--- config.mk ---
export PLATFORM = sky130hd
export DESIGN_NAME = mul_share_arbiter
export DESIGN_NICKNAME = d
export VERILOG_FILES = /design/src/rtl/mul_share_arbiter.sv
export SDC_FILE = /design/constraint.sdc
export NUM_CORES = 1
export LEC_CHECK = 0
export ABC_AREA = 1
export BUFFER_PORTS_ARGS = -buffer_cell sky130_fd_sc_hd__buf_2
export CAP_MARGIN = 20
export CORE_ASPECT_RATIO = 1.75
export CORE_MARGIN = 2
export CORE_UTILIZATION = 50
export CTS_CLUSTER_SIZE = 30
export DETAILED_ROUTE_END_ITERATION = 6
export MAX_ROUTING_LAYER = met4
export PLACE_DENSITY = 0.79
export SKIP_LAST_GASP = 1
export SLEW_MARGIN = 15
export SYNTH_ARGS = -nofsm -noshare
export SYNTH_HDL_FRONTEND = slang
export SYNTH_HIERARCHICAL = 1
export SYNTH_SLANG_ARGS = --single-unit
--- constraint.sdc ---
create_clock -name clk -period 7.1 [get_ports clk]
set_input_delay 0.355 -clock clk [delete_from_list [all_inputs] [get_ports clk]]
set_output_delay 0.355 -clock clk [all_outputs]
set_load 0.05 [all_outputs]
--- src/rtl/mul_share_arbiter.sv ---
// mul_share_arbiter: round-robin sharing of one 4x4 Wallace-tree multiplier among NREQ requesters.
// Ports: clk/rst_n (sync active-low reset); req_valid/req_ready/req_a/req_b per-requester request
// channel (operands packed 4 bits per requester); rsp_valid/rsp_ready/rsp_prod/rsp_id tagged
// response channel; busy high whenever not idle.
// Optional MUL_SHARE_ARBITER_STATS_EN adds saturating op_count and stall_cycles outputs.

// mul4bit: 4x4 unsigned multiplier, partial products reduced by two carry-save stages then one adder.
module mul4bit (
  input  logic [3:0] a_i,
  input  logic [3:0] b_i,
  output logic [7:0] prod_o,
  output logic       cout_o
);
  logic [8:0] r [4];
  logic [8:0] s1, c1, s2, c2;
  always_comb begin
    for (int i = 0; i < 4; i++) r[i] = {5'b0, a_i & {4{b_i[i]}}} << i;
    s1 = r[0] ^ r[1] ^ r[2];
    c1 = ((r[0] & r[1]) | (r[0] & r[2]) | (r[1] & r[2])) << 1;
    s2 = s1 ^ c1 ^ r[3];
    c2 = ((s1 & c1) | (s1 & r[3]) | (c1 & r[3])) << 1;
    {cout_o, prod_o} = s2 + c2;
  end
endmodule

module mul_share_arbiter #(
  parameter int NREQ = 4,
  parameter int IDW  = 2
) (
  input  logic              clk,
  input  logic              rst_n,
  input  logic [NREQ-1:0]   req_valid,
  output logic [NREQ-1:0]   req_ready,
  input  logic [4*NREQ-1:0] req_a,
  input  logic [4*NREQ-1:0] req_b,
  output logic              rsp_valid,
  input  logic              rsp_ready,
  output logic [7:0]        rsp_prod,
  output logic [IDW-1:0]    rsp_id,
  output logic              busy
`ifdef MUL_SHARE_ARBITER_STATS_EN
  ,
  output logic [15:0]       op_count,
  output logic [15:0]       stall_cycles
`endif
);
  typedef enum logic [1:0] {IDLE, CALC, RESP} state_e;
  state_e            state_q;
  logic [IDW-1:0]    rr_ptr_q, rr_ptr_d, op_id_q, gnt, off;
  logic [IDW:0]      sum;
  logic [NREQ-1:0]   rot;
  logic              gnt_vld, mul_cout;
  logic [3:0]        op_a_q, op_b_q, sel_a, sel_b;
  logic [7:0]        prod;
  // Rotate so bit 0 is the rr_ptr requester; the lowest set bit is the winner's offset.
  always_comb begin
    rot = NREQ'({req_valid, req_valid} >> rr_ptr_q);
    gnt_vld = |req_valid;
    off = '0;
    for (int k = NREQ - 1; k >= 0; k--) if (rot[k]) off = IDW'(k);
    sum = {1'b0, rr_ptr_q} + {1'b0, off};
    gnt = (sum >= (IDW+1)'(NREQ)) ? IDW'(sum - (IDW+1)'(NREQ)) : sum[IDW-1:0];
    sel_a = '0;
    sel_b = '0;
    for (int k = 0; k < NREQ; k++) if (gnt == IDW'(k)) begin
      sel_a = req_a[4*k +: 4];
      sel_b = req_b[4*k +: 4];
    end
    req_ready = (rst_n && state_q == IDLE && gnt_vld) ? NREQ'(1) << gnt : '0;
    rr_ptr_d = (op_id_q == IDW'(NREQ - 1)) ? '0 : op_id_q + IDW'(1);
  end
  mul4bit u_mul (.a_i(op_a_q), .b_i(op_b_q), .prod_o(prod), .cout_o(mul_cout));
  always_ff @(posedge clk) begin
    if (!rst_n) begin
      state_q   <= IDLE;
      rr_ptr_q  <= '0;
      op_id_q   <= '0;
      op_a_q    <= '0;
      op_b_q    <= '0;
      rsp_valid <= 1'b0;
      rsp_prod  <= '0;
      rsp_id    <= '0;
    end else begin
      case (state_q)
        IDLE: if (gnt_vld) begin
          op_a_q  <= sel_a;
          op_b_q  <= sel_b;
          op_id_q <= gnt;
          state_q <= CALC;
        end
        CALC: begin
          rsp_prod  <= prod;
          rsp_id    <= op_id_q;
          rsp_valid <= 1'b1;
          state_q   <= RESP;
        end
        RESP: if (rsp_ready) begin
          rsp_valid <= 1'b0;
          rr_ptr_q  <= rr_ptr_d;
          state_q   <= IDLE;
        end
        default: state_q <= IDLE;
      endcase
    end
  end
  assign busy = (state_q != IDLE);
`ifdef MUL_SHARE_ARBITER_STATS_EN
  always_ff @(posedge clk) begin
    if (!rst_n) begin
      op_count     <= '0;
      stall_cycles <= '0;
    end else if (state_q == RESP) begin
      if (rsp_ready && op_count != 16'hFFFF) op_count <= op_count + 16'd1;
      if (!rsp_ready && stall_cycles != 16'hFFFF) stall_cycles <= stall_cycles + 16'd1;
    end
  end
`endif
  // 15*15 fits in 8 bits, so the core's carry-out can never be set.
  a_no_cout: assert property (@(posedge clk) disable iff (!rst_n) !mul_cout);
endmodule

* Word-level counts from Yosys, hierarchy flattened *
Index checks and enable logic that the tools add are counted.

cells by class
  add/subtract/negate cells = 4
  $mul = 0
  divide/modulo/power cells = 0
  $lt $le $gt $ge = 1
  equality and inequality tests = 8
  shift operators = 2
  multiplexer cells = 20
  bitwise operators = 18
  reduce and logical (&&, ||, !) cells = 11

operator list
  kind                                                 number
  two-way mux 4 bit                                    9
  AND 7 bit                                            3
  AND 4 bit                                            4
  two-way mux 2 bit                                    8
  OR 7 bit                                             2
  adder 8 bit                                          1
  equality test 2 bit, second input constant           4
  AND reduction 2 bit                                  4
  >> shifter 8 x 2 -> 4 bit                            1
  bitwise XOR 6 x 8 -> 8 bit                           1
  bitwise XOR 8 x 7 -> 8 bit                           1
  AND 4 x 6 -> 6 bit                                   1
  AND 5 x 6 -> 6 bit                                   1
  OR 5 x 6 -> 6 bit                                    1
  OR 6 bit                                             1
  case mux 2 bit (3 select lines)                      1
  bitwise XOR 5 x 6 -> 6 bit                           1
  AND 4 x 5 -> 5 bit                                   1
  bitwise XOR 4 x 5 -> 5 bit                           1
  equality test 2 x 1 -> 1 bit, second input constant  2
  logical NOT 2 bit                                    2
  inequality test 2 bit, second input constant         2
  nonzero test 2 bit                                   2
  OR reduction 4 bit                                   1
  8 further kinds                                      9

storage, ports and cells
  bits in registers = 25
  latch bits = 0
  memory bits (writable) = 0
  ROM bits = 0
  input port bits = 39
  output and inout port bits = 16
  logic and storage cells = 72
  memories = 0

* Logic depth before layout (Yosys ltp) *
Gate-level depths: netlist of the first run.

  word-level depth = 13
  mapped depth = 17
  depth with buffers taken out = 16

* Hierarchy *
The synthesis of the first run kept the hierarchy.

modules (own cells, without submodules)
  module             instances  cells an instance  area each (um2)  seq. area each (um2)
  mul_share_arbiter  1          205                1440.1           500.5
  mul4bit            1          65                 419.2            0.0

* Worst setup path before layout of the first run *
Ideal clock, no wire load.

  path kind = flip-flop to output port
  from = register rr_ptr_q[0]
  to = output port req_ready[1]
  arrival = 2.738 ns
  required time = 6.745 ns
  path slack = 4.007 ns
  stages on the path, launching flop included = 14
  path buffers = 1
  cells stage by stage = dfxtp_1 inv_2 nand2_1 nand3_1 nand2_1 nand3_1 a21boi_0 ha_1 xnor2_1 inv_1 nand2_4 nand2_4 buf_6 nor3_1

on the way
  cells in the longest elaborated chain, start to end = 10
  elaborated cells between the ends (all ways) = 11
  classes of those cells = add/sub (2); order compare (1); shift (2); mux (6)

ends and longest elaborated chain
  item                                                                                   RTL line  text
  start: declaration                                                                     49        logic [IDW-1:0] rr_ptr_q, rr_ptr_d, op_id_q, gnt, off;
  start signal: assignment                                                               99        rr_ptr_q <= rr_ptr_d;
  >> shifter 8 x 2 -> 4 bit                                                              57        rot = NREQ'({req_valid, req_valid} >> rr_ptr_q);
  two-way mux 2 bit (4 in series)                                                        60        for (int k = NREQ - 1; k >= 0; k--) if (rot[k]) off = IDW'(k);
  adder 2 x 2 -> 3 bit *                                                                 61        sum = {1'b0, rr_ptr_q} + {1'b0, off};
  greater-or-equal comparator 3 bit / subtractor 2 x 1 -> 2 bit (equally long branches)  62        gnt = (sum >= (IDW+1)'(NREQ)) ? IDW'(sum - (IDW+1)'(NREQ)) : sum[IDW-1:0];
  two-way mux 2 bit *                                                                    62
  << shifter 1 x 2 -> 4 bit *                                                            69        req_ready = (rst_n && state_q == IDLE && gnt_vld) ? NREQ'(1) << gnt : '0;
  two-way mux 4 bit *                                                                    69
  end: declaration                                                                       33        output logic [NREQ-1:0] req_ready,

Mark *: on every way between the ends. The rest lies on a longest branch, timed or not.

* Final worst setup path of the first run *
  from = register rr_ptr_q[0]
  to = output port req_ready[1]

on the way
  cells in the longest elaborated chain, start to end = 10
  elaborated cells between the ends (all ways) = 11
  classes of those cells = add/sub (2); order compare (1); shift (2); mux (6)

ends and longest elaborated chain
  item                                                                                   RTL line
  >> shifter 8 x 2 -> 4 bit                                                              57
  two-way mux 2 bit (4 in series)                                                        60
  adder 2 x 2 -> 3 bit *                                                                 61
  greater-or-equal comparator 3 bit / subtractor 2 x 1 -> 2 bit (equally long branches)  62
  two-way mux 2 bit *                                                                    62
  via gnt[0]                                                                             49
  << shifter 1 x 2 -> 4 bit *                                                            69
  two-way mux 4 bit *                                                                    69

The timed path passes the listed nets; every way through them passes the cells marked *.

==> results.cfg, run 1 <==
[run_status]
status = completed

[placement]
dp_hpwl_microns = 3375
place.gp.congestion = 0.7949
dp_slack_ns = 4.306
numPortBuffers = 54
numPlacedInstances = 359

[synthesis]
syn-num-nets = 322
synth_area_per_cell_sq_um = 6.896
netlist_area_sq_um = 1848
yosysWarnings = 6
synthCells = 268

[layout]
syn_to_final_growth_pct = 17.74
nNetsFinal = 372
post-route-util_pct = 60.57
drive_above_1_share_pct = 25.87
diodes = 0
stdcell_count = 363
filler_cell_count = 354

[sta]
fin_crit_ns = 3.116
clock.fmax_mhz = 321.0
finalSetupTns_ns = 0
setup_ws_ns = 3.984
fin_crit_sh_pct = 43.88
relSlewSlack_pct = 38.59
finalSetupViolCount = 0
maxSlewViolCount = 0
rsz0062_at_grt = false
clock_skew_ns = 0.007915
hold_viol = 0
worst_pin_slew_ns = 0.9178

[drt]
routed_wl_microns = 4160
ant_nets = 0
first_iter_violations = 60
wire_per_inst_microns = 11.46
dr_total_vias = 1871
dr.pass1.iters = 4
drcViolationCount = 0
viasPerCell = 5.154

[power]
p_leak_nw = 1.203
p_per_area_nw_per_um2 = 210.0
irDropWorstVdd_mv = 0.1464

[worst_hold_path]
hold_path_class = input port to flop

[setup_path]
path_max_fanout = 16
critPathRequiredTime_ns = 6.74
worstPathArrival_ns = 2.76
start_kind = flop
endpoint_kind = output pin
critical_path_class = flop to output pin

[die]
die_x_microns = 49.96
die_y_microns = 84.43
dieArea_sq_um = 4217
start_util_pct = 51.45
rows = 29
core_sq_um = 3592
io_pins = 55

[global_routing]
antenna_found_initial = 0
grt_overflow = 0
grt_pass1_vias = 1769
track_usage_pct = 21.61
grt_max_degree = 21
grt_pass1_wl_microns = 7134

[clock_tree]
post_cts_buffers = 0
clkTransAtPathRegs_ns = 0.09
cts_root_buffer = clkbuf_8
cts_sinks = 25
numCtsBuffers = 3
ctsHoldBuffers = 0
cts_tree = done
clock_latency_ns = 0.27
clock_path_buffers = 2
post_cts_resized = 0
htreeDepth = 1

[run]
maxCapViolations = 0
[metal layers]
metal | wire [microns] | vias up | share of wire [%] | global-route usage, %
li1 | - | 959 | - | -
met1 | 1601 | 848 | 38 | 21.97
met2 | 2315 | 56 | 56 | 40.61
met3 | 154 | 8 | 3.7 | 1.779
met4 | 90 | 0 | 2.2 | 9.343
met5 | 0 | - | 0 | -
[final cells by class]
class	count	area, sq um	area share (%)
timing repair buffer	54	270.3	12.42
multi-input combinational	191	1136	52.21
tap	46	57.56	2.645
clock inverter	1	7.507	0.3450
clock buffer	3	41.29	1.898
sequential	25	500.5	23.00
inverter	43	162.7	7.476
[critical path, cell delays in order (launching register included)]
cell and delay, ns:
dfxtp_1 0.44, inv_2 0.09, nand2_1 0.09, nand3_1 0.07
nand2_1 0.12, a21boi_0 0.10, ha_1 0.61, clkinv_1 0.41
nor3_1 0.26, buf_2 0.29
[sequential cells by signal, summed over array words and instances, names as in the netlist]
signal and flops:
rr_ptr_q 2, rsp_valid 1, state_q 2, op_a_q 4, rsp_id 2, op_id_q 2, op_b_q 4, rsp_prod 8
[per-stage QoR]
step                      hold slack, ns  area (sq um)  power (W)
after global placement            0.4512          2127  0.0003690
final                             0.3686          2176  0.0004570
after CTS                         0.3545          2176  0.0004611
after global routing              0.4104          2176  0.0004909
after detailed placement          0.4562          2127  0.0003741
after floorplan                   0.4478          1848  0.0003294
[cell usage in the layout, fill, tap and decap left out]
cell type	instances
nand2_2	3
o211ai_2	6
ha_1	9
a21oi_2	5
o21ai_0	23
buf_2	54
clkinvlp_4	1
nand2_4	3
nand3b_1	1
or2_1	3
inv_1	38
o21ai_1	1
dfxtp_1	25
nand3_1	21
fa_1	6
or2_2	2
a21boi_0	1
nand4_1	6
clkinv_2	1
nand3_4	1
nor3_1	2
nand2_1	56
inv_2	3
clkbuf_8	3
nor4_1	1
clkinv_1	1
a21oi_1	12
xnor2_1	2
nor2_1	27
[worst paths after layout]
path,end,from,cells after the start,slack (ns)
hold reg to reg,rsp_valid,rsp_valid,2,0.47
setup reg to reg,rsp_prod[7],op_a_q[3],10,4.38
setup / recovery,req_ready[1],rr_ptr_q[0],9,3.98
hold / removal,state_q[1],rsp_ready,3,0.37
[power by group]
group          switching, W  internal (W)
clock network     0.0000470     0.0000398
logic              0.000131     0.0000631
registers         0.0000173      0.000159
total              0.000195      0.000262
Power figures use the tool's default switching activity.
==> run 2, diff against run 1 <==
CORE_UTILIZATION = 47   (was 50)
PLACE_DENSITY = 0.78   (was 0.79)
clock period = 2.85 ns   (was 7.1 ns; I/O delays follow)
==> run 2 against run 1 <==
  * Sequential share of layout area is 0.25 points lower
  * Utilization is 2.8 points lower
  * Final cell count is 1.1% higher
  * Worst hold slack worse by 0.21 ns
  * Global-route usage is 1.5 points lower
  * Clock skew is 0.0041 ns lower
  * Sequential cell count stayed put
  * Non-clock buffer count is 2 higher
  * Combinational power grew to 2.5 times the previous value
  * Clock power is 140% higher
  * First-iteration DRC count is 32% lower
  * Largest cell class unchanged
==> results.cfg, run 2 (same netlist as run 1, synthesis figures left out) <==
[drt]
dr_total_vias = 1847
first_iter_violations = 41
ant_nets = 0
routed_wl_microns = 4114
dr.pass1.iters = 4
wire_per_inst_microns = 11.21
viasPerCell = 5.033
drcViolationCount = 0

[clock_tree]
clock_latency_ns = 0.27
numCtsBuffers = 3
clkTransAtPathRegs_ns = 0.08
post_cts_resized = 0
cts_tree = done
htreeDepth = 1
cts_root_buffer = clkbuf_8
post_cts_buffers = 0
cts_sinks = 25
clock_path_buffers = 2
ctsHoldBuffers = 0

[die]
die_x_microns = 51.40
start_util_pct = 48.27
dieArea_sq_um = 4469
core_sq_um = 3829
die_y_microns = 86.95
io_pins = 55
rows = 30

[sta]
clock_skew_ns = 0.003826
worst_pin_slew_ns = 0.5870
clock.fmax_mhz = 378.3
hold_viol = 0
holdWs_ns = 0.1619
finalSetupViolCount = 0
fin_crit_sh_pct = 92.74
maxSlewViolCount = 0
fin_crit_ns = 2.643
relSlewSlack_pct = 60.72
setup_ws_ns = 0.2068

[global_routing]
use_met1_pct = 21.12
grtUsageMet3_pct = 1.546
antenna_found_initial = 0
use_met2_pct = 38.46
grt_max_degree = 21
grt_overflow = 0
grt_pass1_wl_microns = 6920
track_usage_pct = 20.06
grt_pass1_vias = 1702
grt_busiest_layer = met2

[setup_path]
critPathRequiredTime_ns = 3.06
setup.worst_path.end = rsp_prod[7]
reg2reg_slack_ns = 0.21
r2r_start = op_b_q[0]
r2r-end = rsp_prod[7]
worstPathArrival_ns = 2.86
critPathLaunch = op_b_q[0]
worstRegToRegCells = 10
endpoint_kind = flop
critical_path_class = flop to flop
path_max_fanout = 5
start_kind = flop

[layout]
multiInputGateArea_sq_um = 1149
final_area_sq_um = 2211
syn_to_final_growth_pct = 19.63
final_cell_mix = nand2_1, buf_2, inv_1
reg_top3 = rsp_prod: 8 flops, op_a_q: 4 flops, op_b_q: 4 flops
nNetsFinal = 374
layout_commonest_cell = nand2_1
regArea_sq_um = 503.0
drive_above_1_share_pct = 27.59
post-route-util_pct = 57.75
diodes = 0
largest_register_ffs = 8
largest_register = rsp_prod
filler_cell_count = 386

[power]
p_per_area_nw_per_um2 = 515.0
p_total_w = 0.001139
irDropWorstVdd_mv = 0.3600
p_leak_nw = 1.221

[worst_hold_path]
hold_path_class = input port to flop

[run_status]
status = completed

[placement]
place.gp.congestion = 0.8333
place_area_sq_um = 2150
numPortBuffers = 54
dp_slack_ns = 0.2135
dp_hpwl_microns = 3299

[run]
maxCapViolations = 0
run 2: changes by cell type in the layout (fill, tap and decap cells not counted):
cell / previous run / this run
dfxtp_2: 0 / 2
nor3_2: 0 / 1
clkinvlp_4: 1 / 0
clkinv_2: 1 / 2
buf_4: 0 / 3
inv_4: 0 / 1
inv_2: 3 / 2
dfxtp_1: 25 / 23
buf_2: 54 / 53
xnor2_1: 2 / 1
xnor2_2: 0 / 1
nor3_1: 2 / 1
run 2: routing by layer:
metal,vias to the layer above,share of wire [%]
met2,41,56
met5,-,0
met4,0,1.3
li1,960,-
met1,841,40
met3,5,3.0
run 2: power breakdown:
| group | switching [W] | internal, W | total (W) |
|---|---|---|---|
| Combinational | 0.000325 | 0.000164 | 0.000489 |
| Clock | 0.000111 | 0.0000979 | 0.000209 |
| Sequential | 0.0000440 | 0.000397 | 0.000441 |
run 2: worst min-delay path by stage:
| stage | start | slack, ns | end | cells after the start |
|---|---|---|---|---|
| after CTS | rsp_ready | 0.16 | state_q[1] | 3 |
| after floorplan | rsp_ready | 0.32 | state_q[1] | 2 |
| after detailed placement | rsp_ready | 0.45 | state_q[1] | 3 |
| after global routing | rsp_ready | 0.16 | state_q[1] | 3 |
| final | rsp_ready | 0.16 | state_q[1] | 3 |
| after global placement | rsp_ready | 0.42 | state_q[1] | 3 |
run 2: critical path: stages (launching register included):
cell	delay, ns
dfxtp_1	0.40
nand2_1	0.10
fa_1	0.53
inv_1	0.05
fa_1	0.53
ha_1	0.18
inv_1	0.06
fa_1	0.39
o21ai_0	0.17
nor2_1	0.07
nor2_1	0.10
run 2: metrics by stage:
step	TNS [ns]	std cells
3_3_place_gp	0	363
6_report	0	367
5_1_grt	-0.005117	367
4_1_cts	0	367
3_5_place_dp	0	363
2_1_floorplan	0	268
run 2: area by class of cell:
| cell class | instances | share of cell area, % |
|---|---|---|
| multi-input cells | 191 | 51.95 |
| flip-flops and latches | 25 | 22.75 |
| repair buffers | 56 | 13.02 |
| inverters | 43 | 7.470 |
| well taps | 48 | 2.716 |
| clock buffers | 3 | 1.868 |
| clock inverters | 1 | 0.2264 |
